### config.mk
export PLATFORM = sky130hd
export DESIGN_NAME = sync_fifo_flags
export DESIGN_NICKNAME = d
export VERILOG_FILES = /design/src/rtl/sync_fifo_flags_pkg.sv /design/src/rtl/sync_fifo_flags_ptr.sv /design/src/rtl/sync_fifo_flags.sv
export SDC_FILE = /design/constraint.sdc
export NUM_CORES = 1
export LEC_CHECK = 0
export CAP_MARGIN = 20
export CORE_MARGIN = 2
export CORE_UTILIZATION = 57
export CTS_BUF_LIST = sky130_fd_sc_hd__clkbuf_16
export DETAILED_ROUTE_END_ITERATION = 10
export PLACE_DENSITY = 0.81
export SLEW_MARGIN = 40
export SYNTH_ARGS = -nofsm -noshare
export SYNTH_HDL_FRONTEND = slang
export SYNTH_SLANG_ARGS = --single-unit
### constraint.sdc
create_clock -name clk -period 6.5 [get_ports clk]
set_input_delay 1.3 -clock clk [delete_from_list [all_inputs] [get_ports clk]]
set_output_delay 1.3 -clock clk [all_outputs]
set_load 0.02 [all_outputs]
### src/rtl/sync_fifo_flags_pkg.sv
// sync_fifo_pkg: shared operation encoding and count-width helper for sync_fifo_flags.
// Revision 1.0
`default_nettype none

package sync_fifo_pkg;

  // Indexed as {rd_acc, wr_acc}.
  typedef enum logic [1:0] {
    OP_IDLE = 2'b00,
    OP_WR   = 2'b01,
    OP_RD   = 2'b10,
    OP_BOTH = 2'b11
  } fifo_op_e;

  function automatic int cnt_w(input int dep);
    return $clog2(dep + 1);
  endfunction

endpackage

`default_nettype wire

### src/rtl/sync_fifo_flags_ptr.sv
// fifo_wrap_ptr: FIFO address pointer wrapping from DEP-1 to 0 for any depth.
// Revision 1.0
`default_nettype none

module fifo_wrap_ptr
  import sync_fifo_pkg::*;
#(
  parameter int DEP = 4,
  localparam int PW = $clog2(DEP)
) (
  input  logic          clk,
  input  logic          rst,
  input  logic          inc,
  output logic [PW-1:0] ptr
);

  localparam logic [PW-1:0] LAST = PW'(DEP - 1);

  always_ff @(posedge clk or negedge rst) begin
    if (!rst) begin
      ptr <= '0;
    end else if (inc) begin
      ptr <= (ptr == LAST) ? '0 : ptr + PW'(1);
    end
  end

endmodule

`default_nettype wire

### src/rtl/sync_fifo_flags.sv
// sync_fifo_flags: single-clock FIFO with count, almost flags, error flags, FWFT/registered read.
// Revision 1.0 -- SYNC_FIFO_ERR_STICKY_EN adds err_clr_i and makes error flags sticky.
`default_nettype none

module sync_fifo_flags
  import sync_fifo_pkg::*;
#(
  parameter int DEP    = 4,
  parameter int DWID   = 16,
  parameter int AF_THR = DEP - 1,
  parameter int AE_THR = 1,
  parameter int FWFT   = 1,
  localparam int CW    = cnt_w(DEP),
  localparam int PW    = $clog2(DEP)
) (
  input  logic            clk,
  input  logic            rst,
`ifdef SYNC_FIFO_ERR_STICKY_EN
  input  logic            err_clr_i,
`endif
  input  logic            wr_i,
  input  logic [DWID-1:0] wdata,
  input  logic            rd_i,
  output logic [DWID-1:0] rdata,
  output logic            rvalid_o,
  output logic            full_o,
  output logic            empty_o,
  output logic            afull_o,
  output logic            aempty_o,
  output logic [CW-1:0]   count_o,
  output logic            ovf_err_o,
  output logic            udf_err_o
);

  localparam logic [CW-1:0] DEP_C = CW'(DEP);
  localparam logic [CW-1:0] AF_C  = CW'(AF_THR);
  localparam logic [CW-1:0] AE_C  = CW'(AE_THR);

  logic [DWID-1:0] mem [DEP];
  logic [PW-1:0]   wptr;
  logic [PW-1:0]   rptr;
  logic            wr_acc;
  logic            rd_acc;
  logic            ovf_ev;
  logic            udf_ev;
  fifo_op_e        op;
  logic [CW-1:0]   count_nxt;

  // Accept decisions look only at registered flags.
  assign wr_acc = wr_i & ~full_o;
  assign rd_acc = rd_i & ~empty_o;
  assign ovf_ev = wr_i & full_o;
  assign udf_ev = rd_i & empty_o;

  always_comb begin
    op        = fifo_op_e'({rd_acc, wr_acc});
    count_nxt = count_o;
    case (op)
      OP_WR:   count_nxt = count_o + CW'(1);
      OP_RD:   count_nxt = count_o - CW'(1);
      default: count_nxt = count_o;
    endcase
  end

  fifo_wrap_ptr #(.DEP(DEP)) u_wptr (.clk(clk), .rst(rst), .inc(wr_acc), .ptr(wptr));
  fifo_wrap_ptr #(.DEP(DEP)) u_rptr (.clk(clk), .rst(rst), .inc(rd_acc), .ptr(rptr));

  always_ff @(posedge clk) begin
    if (wr_acc) begin
      mem[wptr] <= wdata;
    end
  end

  // Flags are registered from the next count so they always agree with count_o.
  always_ff @(posedge clk or negedge rst) begin
    if (!rst) begin
      count_o  <= '0;
      full_o   <= 1'b0;
      empty_o  <= 1'b1;
      afull_o  <= 1'b0;
      aempty_o <= 1'b1;
    end else begin
      count_o  <= count_nxt;
      full_o   <= (count_nxt == DEP_C);
      empty_o  <= (count_nxt == '0);
      afull_o  <= (count_nxt >= AF_C);
      aempty_o <= (count_nxt <= AE_C);
    end
  end

  always_ff @(posedge clk or negedge rst) begin
    if (!rst) begin
      ovf_err_o <= 1'b0;
      udf_err_o <= 1'b0;
    end else begin
`ifdef SYNC_FIFO_ERR_STICKY_EN
      ovf_err_o <= ovf_ev | (ovf_err_o & ~err_clr_i);
      udf_err_o <= udf_ev | (udf_err_o & ~err_clr_i);
`else
      ovf_err_o <= ovf_ev;
      udf_err_o <= udf_ev;
`endif
    end
  end

  generate
    if (FWFT != 0) begin : g_fwft
      // Mask the unreset memory so rdata reads zero while nothing is stored.
      assign rdata    = empty_o ? '0 : mem[rptr];
      assign rvalid_o = ~empty_o;
    end else begin : g_reg
      always_ff @(posedge clk or negedge rst) begin
        if (!rst) begin
          rdata    <= '0;
          rvalid_o <= 1'b0;
        end else begin
          rvalid_o <= rd_acc;
          if (rd_acc) begin
            rdata <= mem[rptr];
          end
        end
      end
    end
  endgenerate

endmodule

`default_nettype wire
; Word-level counts from Yosys, hierarchy flattened
; Memory sizes are Yosys's and may differ from the RTL's.
; Cells that the tools add are included.
; W data, S select, Z words.
[totals]
register_bits = 13
ramBits = 64
in_bits = 20
out_inout_bits = 26
wordCells = 34
mem_count = 1
[mem_list]
columns = memory, words, word_bits, rd, rd_clocked_by_memory_dff, write_ports, line
row1 = mem, 4, 16, 1, 0, 1, sync_fifo_flags.sv:39  ; logic [DWID-1:0] mem [DEP];
[classes]
n_addsub = 4
order_cmp = 2
eq_ne = 5
mux = 6
bitwise_logic = 6
n_reduce_logical = 1
[ops]
columns = operator, count
row1 = $mux W16, 1
row2 = $eq A2 B2 Y1 const B, 3
row3 = $pmux W3 S2, 1
row4 = $add A2 B1 Y2 const B, 2
row5 = $and A1 B1 Y1, 4
row6 = $mux W2, 2
row7 = $add A3 B1 Y3 const B, 1
row8 = $eq A3 B3 Y1 const B, 1
row9 = $ge A3 B2 Y1 const B, 1
row10 = $le A3 B1 Y1 const B, 1
row11 = $logic_not A3 Y1, 1
row12 = $sub A3 B1 Y3 const B, 1
row13 = $eq A2 B1 Y1 const B, 1
row14 = $mux W1, 2
row15 = $not A1 Y1, 2

; Logic depth before layout (Yosys ltp)
; Gate-level depths: netlist of the first run.
[logic_depth]
word_depth = 5
ltp_mapped = 8
mapped_depth_nobuf = 7

; Cells and area by module
; Synthesis of the first run repeated with hierarchy kept, for this count alone.
[unflattened]
cells_unflattened = 149
area_unflattened_um2 = 3047.9
[by_module_without_submodules]
columns = mod, n_inst, cells_each, area_per_inst_um2, seq_area_each_um2
row1 = sync_fifo_flags, 1, 137, 2870.3, 2149.6
row2 = fifo_wrap_ptr, 2, 6, 88.8, 50.0

; Worst setup path before layout of the first run
; OpenSTA, ideal clock, no wires.
[synth_timing]
path_type = input -> register
start = input wr_i
end = register aempty_o
setup_ns = 0.078
arrival_ns = 2.928
required_ns = 6.422
path_slack_ns = 3.495
cell_stages = 8
n_path_buf = 1
path_cell_list = nor2b_1 clkbuf_1 inv_1 ha_1 fa_1 xnor2_1 or3_1 nor3b_1
[synth_via]
elab_chain_len = 4
word_cells_on_any_way = 5
classes_between = 1 x order compare / 2 x eq/ne / 1 x mux / 1 x bitwise
[synth_lines]
columns = element, line
row1 = start: declaration, sync_fifo_flags.sv:21  ; input logic wr_i,
row2 = $and A1 B1 Y1 (*), sync_fifo_flags.sv:50  ; assign wr_acc = wr_i & ~full_o;
row3 = $eq A2 B2 Y1 or $eq A2 B1 Y1 (tied branches), sync_fifo_flags.sv:58  ; case (op)
row4 = $pmux W3 S2 (*), sync_fifo_flags.sv:58
row5 = $le A3 B1 Y1 (*), sync_fifo_flags.sv:87  ; aempty_o <= (count_nxt <= AE_C);
row6 = end signal: assignment, sync_fifo_flags.sv:87
row7 = end: declaration, sync_fifo_flags.sv:29  ; output logic aempty_o,
; Every way passes the cells marked *; elsewhere a longest branch is shown, timed or not.
; A chain may end at the register's enable or synchronous reset.

; Worst setup path in the final report of the first run
[layout_timing]
start = register u_rptr.ptr[0]
end = output rdata[14]
[layout_via]
elab_chain_len = 2
[layout_lines]
columns = element, line
row1 = start: declaration, sync_fifo_flags_ptr.sv:14  ; output logic [PW-1:0] ptr
row2 = start signal: assignment, sync_fifo_flags_ptr.sv:23  ; ptr <= (ptr == LAST) ? '0 : ptr + PW'(1);
row3 = $mem_v2 Z4 W16, n/a
row4 = $mux W16, sync_fifo_flags.sv:109  ; assign rdata = empty_o ? '0 : mem[rptr];
row5 = end: declaration, sync_fifo_flags.sv:24  ; output logic [DWID-1:0] rdata,
; Every way passes these cells.

==> summary.md, run 1 <==
| Metric | Value |
|---|---|
| Status | `completed` |
| CTS Buffer Depth | `2` |
| Dpl ws | `between 2 and 3 ns` |
| H-tree Lvls | `3` |
| Critical Path Sink Type | `output pin` |
| Synth area leader | `edfxtp_1` |
| Clk_lat worst skew | `0.33 ns` |
| Via density | `5.55` |
| Final setup fails | `0` |
| N_diodes | `0` |
| Slew headroom | `0.479` |
| HP Class | `reg -> reg` |
| Clk slew on worst S/H paths | `~0.060 ns` |
| Vias | `1,566` |
| Post-Synth Simple-Gate Area | `0.0691` |
| Max-slew violations | `0` |
| Clock Skews | `0.00568 ns` |
| Max Clk Rate | `270 MHz` |
| #FFs+latches synth | `77` |
| Port Buffer Count | `45` |
| # DRC | `0` |
| Final WS setup | `2.80 ns` |
| Most frequent cell after synthesis | `edfxtp_1` |
| Cells after synthesis | `158` |
| FP Rows | `26` |
| First-pass GRT wire length | `8.52 mm` |
| Critical path class | `reg -> out` |
| Largest fanout on the critical path | `19` |
| Peak supply drop | `298 uV` |
| Xor/xnor share of the synthesized area | `0.00844` |
| Synth async-reset ratio | `0.169` |
| Tot GR Track Use | `0.194` |
| Post-DP HPWL | `3.37 mm` |
| Reg2Reg Capture Point | `aempty_o$_DFF_PN1_` |
| Die Area | `just over 6000 sq um` |
| I/O pin count | `46` |
| Setup crit end | `rdata[14]` |
| Die width | `77.9 microns` |
| Setup TNS Final | `0 ns` |
| Synth area leaders | `edfxtp_1, dfrtp_1, mux4_1, mux4_2, and2_1` |
| Largest family of logic cells by synthesized area | `multiplexers` |
| Syn nets | `approximately 190` |
| Syn_area_per_cell | `19.7 sq um` |
| Clock sinks | `77` |
| Die height | `77.9 microns` |
| DR iter-0 viols | `between 100 and 150` |
| Routability cong. | `0.732` |
| Detailed Route WL | `between 5 and 6 mm` |
| DRT Pass-1 Iters | `4` |
| Post_cts resized | `0` |
| WHS | `0.523 ns` |
| R2R depth | `7` |
| Post-synthesis sequential area ratio | `0.723` |
| Setup bufs post-CTS | `0` |
| Max-capacitance violation count | `0` |
| Placeable core region | `5200 sq um` |
| Critical Path Start | `u_rptr.ptr[0]$_DFFE_PN0N_` |
| Worst R2R Setup Slack | `roughly 4.1 ns` |
| Reg-to-Reg Start | `full_o$_DFF_PN0_` |
| Synth warn | `0` |
| Post-synth EDFFs | `64` |
| Initial core utilization | `0.598` |
| Mux contribution to synthesized area | `0.136` |
| Antenna-violating nets left | `0` |
| Antenna violations before repair | `0` |
| Gr ovfl total | `0` |
| Final worst path period share | `0.569` |
| CTS tree | `built` |
| Worst EP required | `5.20 ns` |
| Pwr per Cell Area | `474 nW/um^2` |
| Complex-gate fraction of the synthesized area | `0.0113` |
| Final hold vios | `0` |
| Startpoint Class | `flip-flop` |
| Leakage power | `1.37 nW` |
| Top-area cell type share of the netlist area | `0.617` |
| Mapped Area | `3110 sq um` |
| Final Util | `0.741` |
| Adder-cell share of the synthesized area | `0.0305` |
| RSZ-0062 raised after global routing | `false` |
| Share of layout cells above drive strength 1 | `0.123` |
| Area Overhead vs Synth | `23.8%` |
| Arr. time, crit path | `2.40 ns` |
| Clk root buf | `clkbuf_16` |
| Fin nets | `234` |
| Routed wire per std cell | `19.0 microns` |
| Tmin final | `3.70 ns` |
| Most used DFF post-synth | `edfxtp_1` |
| CTS buffer count | `9` |
| Vias in the first global route | `1,709` |
| Most instantiated cells after synthesis | `edfxtp_1, and2_1, dfrtp_1, mux4_1, mux4_2` |
| Worst-Margin Slew | `0.782 ns` |
| Yosys cell types | `26` |
| Number of hold buffers added after cts | `0` |
| Largest net degree at the start of global routing | `20` |
==> cells by family (layout without fill, tap and decap cells) <==
group | Yosys count | in the layout
flops | 77 | 77
mux | 19 | 19
compound gates | 5 | 5
simple gates | 36 | 36
fa+ha+maj | 7 | 7
buf+inv | 11 | 65
xor+xnor | 3 | 3
==> where the power goes <==
part	switching (W)	internal, W	leakage [nW]
sequential	0.0000907	0.000654	0.742
clock	0.000173	0.000248	0.133
combinational	0.000306	0.000355	0.491
==> sequential cells by signal (all words and copies together), names as in the netlist <==
register    flops
empty_o         1
ovf_err_o       1
afull_o         1
mem            64
full_o          1
aempty_o        1
u_wptr.ptr      2
u_rptr.ptr      2
udf_err_o       1
count_o         3
==> layout by cell type (no fill, tap or decap), types with 4 or more instances in the layout <==
master	Yosys	layout
inv_1	4	7
clkbuf_16	0	9
ha_1	6	6
mux4_1	8	8
mux4_2	8	8
dfrtp_1	11	10
clkdlybuf4s50_1	0	45
and2_1	22	19
edfxtp_1	64	64
clkinv_1	0	4
==> cell type report <==
| type | count | area, sq um |
|---|---|---|
| sequential | 77 | 2250 |
| timing repair buffer | 45 | 450 |
| fill | 308 | 1350 |
| clock buffer | 9 | 225 |
| clock inverter | 7 | 26.3 |
| tap | 70 | 87.6 |
| inverter | 4 | 15.0 |
| multi-input combinational | 70 | 800 |
==> how the worst min path moves through the flow <==
| stage | end | cells past startpoint | start | slack, ns |
|---|---|---|---|---|
| 3_3_place_gp | ovf_err_o$_DFF_PN0_ | 1 | full_o$_DFF_PN0_ | 0.50 |
| 2_1_floorplan | u_wptr.ptr[0]$_DFFE_PN0N_ | 3 | u_wptr.ptr[0]$_DFFE_PN0N_ | 0.57 |
| 5_1_grt | udf_err_o$_DFF_PN0_ | 1 | empty_o$_DFF_PN1_ | 0.56 |
| 4_1_cts | ovf_err_o$_DFF_PN0_ | 1 | full_o$_DFF_PN0_ | 0.53 |
| 3_5_place_dp | ovf_err_o$_DFF_PN0_ | 1 | full_o$_DFF_PN0_ | 0.51 |
| 6_report | ovf_err_o$_DFF_PN0_ | 1 | full_o$_DFF_PN0_ | 0.52 |
==> routing by layer <==
metal,vias up,GRT usage,wire length (microns)
met5,-,0,0
met4,0,0.0877,104
met3,12,0.0628,247
met2,46,0.334,2790
met1,797,0.221,2200
li1,711,-,-
==> worst max-delay path: stages, from the launching register on <==
cell and delay, ns:
dfrtp_2 0.71, mux4_1 0.65, and2_1 0.17, clkdlybuf4s50_1 0.53
==> per-stage QoR <==
step / instances / total power [W] / cell area, sq um
2_1_floorplan: 158 / 0.00116 / 3110
3_3_place_gp: 266 / 0.00139 / 3600
3_5_place_dp: 266 / 0.00142 / 3600
4_1_cts: 282 / 0.00184 / 3850
5_1_grt: 282 / 0.00191 / 3850
6_report: 282 / 0.00183 / 3850
No activity file was read; power rests on OpenSTA's default activity.
==> run 2: changes to the inputs <==
- CORE_UTILIZATION: 57 -> 48
- PLACE_DENSITY: 0.81 -> 0.73
- clock period: 6.5 -> 3.1 ns (I/O delays scaled with it)
==> run 2 against run 1 <==
Non-clock buffer count up 7; setup slack got worse by 2.7 ns; sequential cell count unchanged; power grew 120%; sequential power grew 100%; worst hold slack improved by 0.026 ns; via count is 1.7% higher; critical path type unchanged; critical endpoint unchanged; largest cell class unchanged.
==> summary.md, run 2 (synthesis gave the netlist of run 1 again) <==
| Metric | Value |
|---|---|
| Status | `completed` |
| Worst-path cell chain | `mux4_1 -> and2_1 -> clkdlybuf4s50_1` |
| Biggest register | `mem` |
| Commonest non-fill, non-tap cells in the layout | `edfxtp_1, clkdlybuf4s50_1, and2_1` |
| Max reg flops | `64 (unchanged)` |
| Max Clk Rate | `338 MHz` |
| WHS | `0.549 ns (+0.0262 ns)` |
| Finished Layout Cells | `296 (+5.0%)` |
| Port Buffer Count | `45 (unchanged)` |
| Critical path class | `reg -> out` |
| Largest fanout on the critical path | `18 (-1)` |
| N_diodes | `0 (unchanged)` |
| Post-DP HPWL | `3.88 mm (+15%)` |
| H-tree Lvls | `3 (unchanged)` |
| DR iter-0 viols | `151 (+39%)` |
| Die height | `84.5 microns (+8.5%)` |
| Max-slew violations | `0 (unchanged)` |
| Worst EP required | `2.48 ns (-2.72 ns)` |
| Tmin final | `2.95 ns` |
| Clock sinks | `77 (unchanged)` |
| Fin nets | `241 (+3.0%)` |
| First-pass GRT wire length | `8.76 mm (+2.8%)` |
| CTS buffer count | `9 (unchanged)` |
| Initial core utilization | `0.493 (-0.105)` |
| Placeable core region | `6310 sq um (+21%)` |
| Final worst path period share | `0.953` |
| Tot GR Track Use | `0.169 (-0.0249)` |
| RSZ-0062 raised after global routing | `false` |
| Area Overhead vs Synth | `27.1%` |
| Post-DP Area | `3670 sq um (+2.0%)` |
| Setup TNS Final | `0 ns (unchanged)` |
| Number of hold buffers added after cts | `0 (unchanged)` |
| Slowest cell delay on critical path | `0.89 ns (+0.18 ns)` |
| Detailed Route WL | `5.59 mm (+4.6%)` |
| Clk root buf | `clkbuf_16` |
| Power Total | `0.00399 W (+120%)` |
| CTS tree | `built` |
| Pwr per Cell Area | `1010 nW/um^2 (+110%)` |
| Worst-Margin Slew | `0.841 ns (+0.0587 ns)` |
| FP Rows | `29 (+12%)` |
| Critical Path Sink Type | `output pin` |
| I/O pin count | `46 (unchanged)` |
| Largest net degree at the start of global routing | `19 (-5.0%)` |
| Dpl cells | `280 (+5.3%)` |
| Die Area | `7150 sq um (+18%)` |
| Vias in the first global route | `1,707 (-0.12%)` |
| Top Registers | `mem x64, count_o x3` |
| Slowest CP cell | `dfrtp_1` |
| Antenna violations before repair | `0 (unchanged)` |
| Clk slew on worst S/H paths | `0.05 ns (about the same)` |
| HP Class | `reg -> reg` |
| Routed wire per std cell | `18.9 microns (-0.31%)` |
| Via density | `5.38 (-3.1%)` |
| DRT Pass-1 Iters | `4 (unchanged)` |
| Setup bufs post-CTS | `0 (unchanged)` |
| Gr ovfl total | `0 (unchanged)` |
| Post_cts resized | `0 (unchanged)` |
| CTS Buffer Depth | `2 (unchanged)` |
| Clk_lat worst skew | `0.33 ns (about the same)` |
| Final setup fails | `0 (unchanged)` |
| Commonest non-fill, non-tap cell in the layout | `edfxtp_1` |
| Max-capacitance violation count | `0 (unchanged)` |
| Share of layout cells above drive strength 1 | `0.146 (+0.0235)` |
| Leakage power | `1.42 nW (+3.9%)` |
| Arr. time, crit path | `2.33 ns (-0.07 ns)` |
| Routability cong. | `0.732 (about the same)` |
| Antenna-violating nets left | `0 (unchanged)` |
| Die width | `84.5 microns (+8.5%)` |
| Final hold vios | `0 (unchanged)` |
| Fillers | `447 (+45%)` |
| Vias | `1,593 (+1.7%)` |
| Peak supply drop | `776 uV (+160%)` |
| Startpoint Class | `flip-flop` |
| Clock Skews | `0.00872 ns (+0.00305 ns)` |
| Final Instance Area | `3960 sq um (+2.6%)` |
| Slew headroom | `0.439 (-0.0391)` |
| # DRC | `0 (unchanged)` |
==> run 2: changes by cell type in the layout (fill, tap and decap cells not counted), moves of 2 or more <==
cell,delta
clkinv_1,-2
and2_2,-3
and2_1,+3
buf_4,+6
==> run 2: metrics by stage <==
step	setup WS, ns	utilization
3_3_place_gp	0.441	0.582
4_1_cts	0.157	0.627
2_1_floorplan	0.775	-
5_1_grt	0.0987	0.627
3_5_place_dp	0.206	0.582
6_report	0.146	0.627
==> run 2: power by group <==
part           internal, W  total, W  leakage (nW)  switching (W)
Combinational     0.000789   0.00150         0.530       0.000708
Clock             0.000611  0.000976         0.147       0.000366
Sequential         0.00137   0.00152         0.743       0.000151
==> run 2: worst max-delay path: cells and delay by family, from the launching register on <==
kind / cells / cell delay (ns)
mux: 1 / 0.41
flops: 1 / 0.89
simple gates: 1 / 0.18
buf+inv: 1 / 0.53
==> run 2: layer usage <==
layer | wire [microns] | track usage
met1 | 2160 | 0.191
met2 | 3080 | 0.295
met3 | 287 | 0.0639
met4 | 65 | 0.0592
met5 | 0 | 0
==> run 2: path summary, 6_finish.rpt <==
| path | start | end | slack [ns] | cells past startpoint |
|---|---|---|---|---|
| setup / recovery | u_rptr.ptr[1]$_DFFE_PN0N_ | rdata[14] | 0.15 | 3 |
| hold / removal | empty_o$_DFF_PN1_ | udf_err_o$_DFF_PN0_ | 0.55 | 1 |
| setup reg to reg | full_o$_DFF_PN0_ | aempty_o$_DFF_PN1_ | 0.92 | 7 |
| hold reg to reg | empty_o$_DFF_PN1_ | udf_err_o$_DFF_PN0_ | 0.55 | 1 |
| max in group asynchronous | rst | u_wptr.ptr[0]$_DFFE_PN0N_ | 2.05 | 1 |
| min in group asynchronous | rst | afull_o$_DFF_PN0_ | 0.67 | 1 |
==> run 2: area by class of cell <==
type | count | area (sq um) | area share
clock inverters | 7 | 58.8 | 0.0149
repair buffers | 52 | 515 | 0.130
well taps | 77 | 96.3 | 0.0244
clock buffers | 9 | 225 | 0.0569
inverters | 4 | 15.0 | 0.00380
multi-input cells | 70 | 796 | 0.201
flip-flops and latches | 77 | 2250 | 0.569
==> run 3: changes to the inputs <==
- MAX_ROUTING_LAYER: default -> met4
==> run 3 against run 2 <==
Final cell count unchanged; critical path depth unchanged; count of clock-buffer cells in the layout unchanged; design area unchanged; via count up 1.1%; first-iteration DRC count down 6.6%; critical path type unchanged.
==> summary.md, run 3 (synthesis gave the netlist of run 1 again) <==
| Metric | Value |
|---|---|
| Status | `completed` |
| WHS | `0.549 ns (-0.000110 ns)` |
| Die width | `84.5 microns (unchanged)` |
| Dpl ws | `0.206 ns (unchanged)` |
| Commonest non-fill, non-tap cell in the layout | `edfxtp_1` |
| Commonest non-fill, non-tap cells in the layout | `edfxtp_1, clkdlybuf4s50_1, and2_1` |
| Clk_lat worst skew | `0.33 ns (about the same)` |
| Max reg flops | `64 (unchanged)` |
| Antenna-violating nets left | `0 (unchanged)` |
| Max-slew violations | `0 (unchanged)` |
| DR iter-0 viols | `141 (-6.6%)` |
| Setup bufs post-CTS | `0 (unchanged)` |
| CTS Buffer Depth | `2 (unchanged)` |
| Post-DP HPWL | `3.88 mm (unchanged)` |
| Peak supply drop | `774 uV (-0.36%)` |
| Share of layout cells above drive strength 1 | `0.146 (unchanged)` |
| Critical path class | `reg -> out` |
| Number of hold buffers added after cts | `0 (unchanged)` |
| Critical Path Sink Type | `output pin` |
| DRT Pass-1 Iters | `4 (unchanged)` |
| Final setup fails | `0 (unchanged)` |
| Final WS setup | `0.159 ns (+0.0128 ns)` |
| Largest fanout on the critical path | `18 (unchanged)` |
| CTS tree | `built` |
| Via density | `5.44 (+1.1%)` |
| CTS buffer count | `9 (unchanged)` |
| Biggest register | `mem` |
| Leakage power | `1.42 nW (unchanged)` |
| First-pass GRT wire length | `8.74 mm (-0.24%)` |
| Initial core utilization | `0.493 (unchanged)` |
| Detailed Route WL | `5.62 mm (+0.41%)` |
| Fillers | `447 (unchanged)` |
| RSZ-0062 raised after global routing | `false` |
| N_diodes | `0 (unchanged)` |
| Post_cts resized | `0 (unchanged)` |
| FP Rows | `29 (unchanged)` |
| Setup TNS Final | `0 ns (unchanged)` |
| Max-capacitance violation count | `0 (unchanged)` |
| Die Area | `7150 sq um (unchanged)` |
| Clk slew on worst S/H paths | `0.05 ns (about the same)` |
| Gr ovfl total | `0 (unchanged)` |
| Vias in the first global route | `1,709 (+0.12%)` |
| Vias | `1,611 (+1.1%)` |
| Slew headroom | `0.455 (+0.0156)` |
| Tmin final | `2.94 ns (-0.0128 ns)` |
| CP top delay family | `flip-flops` |
| Worst-Margin Slew | `0.817 ns (-0.0235 ns)` |
| Top Registers | `mem x64, count_o x3` |
| Routed wire per std cell | `19.0 microns (+0.41%)` |
| Worst EP required | `2.48 ns (about the same)` |
| Slowest CP cell | `dfrtp_1` |
| H-tree Lvls | `3 (unchanged)` |
| Arr. time, crit path | `2.32 ns (about the same)` |
| Fin nets | `241 (unchanged)` |
| Placeable core region | `6310 sq um (unchanged)` |
| Final Instance Area | `3960 sq um (unchanged)` |
| Buf+Inv Stages, Crit Path | `1 (unchanged)` |
| Routability cong. | `0.741 (+1.2%)` |
| # DRC | `0 (unchanged)` |
| Post-DP Area | `3670 sq um (unchanged)` |
| Port Buffer Count | `45 (unchanged)` |
| Tot GR Track Use | `0.174 (+0.00530)` |
| Die height | `84.5 microns (unchanged)` |
| Final worst path period share | `0.949 (-0.00413)` |
| Clock sinks | `77 (unchanged)` |
| Final hold vios | `0 (unchanged)` |
| Worst-path cell chain | `mux4_1 -> and2_1 -> clkdlybuf4s50_1` |
| Clk root buf | `clkbuf_16` |
| Startpoint Class | `flip-flop` |
| Clock Skews | `0.00661 ns (-0.00211 ns)` |
| Max Clk Rate | `340 MHz (+0.43%)` |
| Area Overhead vs Synth | `27.1% (unchanged)` |
| Antenna violations before repair | `0 (unchanged)` |
| HP Class | `reg -> reg` |
| Pwr per Cell Area | `1010 nW/um^2 (about the same)` |
| Largest net degree at the start of global routing | `19 (unchanged)` |
| Slowest cell delay on critical path | `0.87 ns (-0.02 ns)` |
| I/O pin count | `46 (unchanged)` |
[run 3: cell counts in the layout (fill, tap and decap cells not counted)]
No cell type changed its count.
[run 3: metrics by stage]
stage,util,total power (W),instances
after floorplan,-,0.00244,158
after global placement,0.582,0.00296,280
after detailed placement,0.582,0.00305,280
after CTS,0.627,0.00403,296
after global routing,0.627,0.00417,296
final,0.627,0.00399,296
[run 3: area by class of cell]
type,instances,area [sq um],share of cell area
inverter,4,15.0,0.00380
sequential,77,2250,0.569
clock buffer,9,225,0.0569
timing repair buffer,52,515,0.130
tap,77,96.3,0.0244
multi-input combinational,70,796,0.201
clock inverter,7,58.8,0.0149
[run 3: worst paths after layout]
| kind | slack [ns] | to | cells past startpoint | from |
|---|---|---|---|---|
| max | 0.16 | rdata[14] | 3 | u_rptr.ptr[1]$_DFFE_PN0N_ |
| max reg2reg | 0.92 | aempty_o$_DFF_PN1_ | 7 | full_o$_DFF_PN0_ |
| min | 0.55 | udf_err_o$_DFF_PN0_ | 1 | empty_o$_DFF_PN1_ |
| min in group asynchronous | 0.66 | afull_o$_DFF_PN0_ | 1 | rst |
| max in group asynchronous | 2.05 | u_wptr.ptr[0]$_DFFE_PN0N_ | 1 | rst |
| min reg2reg | 0.55 | udf_err_o$_DFF_PN0_ | 1 | empty_o$_DFF_PN1_ |
[run 3: where the power goes]
| part | internal [W] | switching [W] | total [W] |
|---|---|---|---|
| Clock | 0.000610 | 0.000366 | 0.000976 |
| Sequential | 0.00137 | 0.000151 | 0.00152 |
| Combinational | 0.000789 | 0.000707 | 0.00150 |
[run 3: routing by layer]
layer / up-vias / part of all wire / global-route usage
li1: 729 / - / -
met2: 48 / 0.55 / 0.295
met1: 823 / 0.39 / 0.194
met4: 0 / 0.013 / 0.0765
met5: - / 0 / -
met3: 11 / 0.042 / 0.0482
[run 3: worst register-to-register path, stage by stage (launching register included)]
cell     delay (ns)
dfrtp_1        0.41
nor2b_1        0.19
inv_1          0.06
ha_1           0.23
fa_1           0.38
xnor2_1        0.35
or3_1          0.21
nor3b_1        0.25
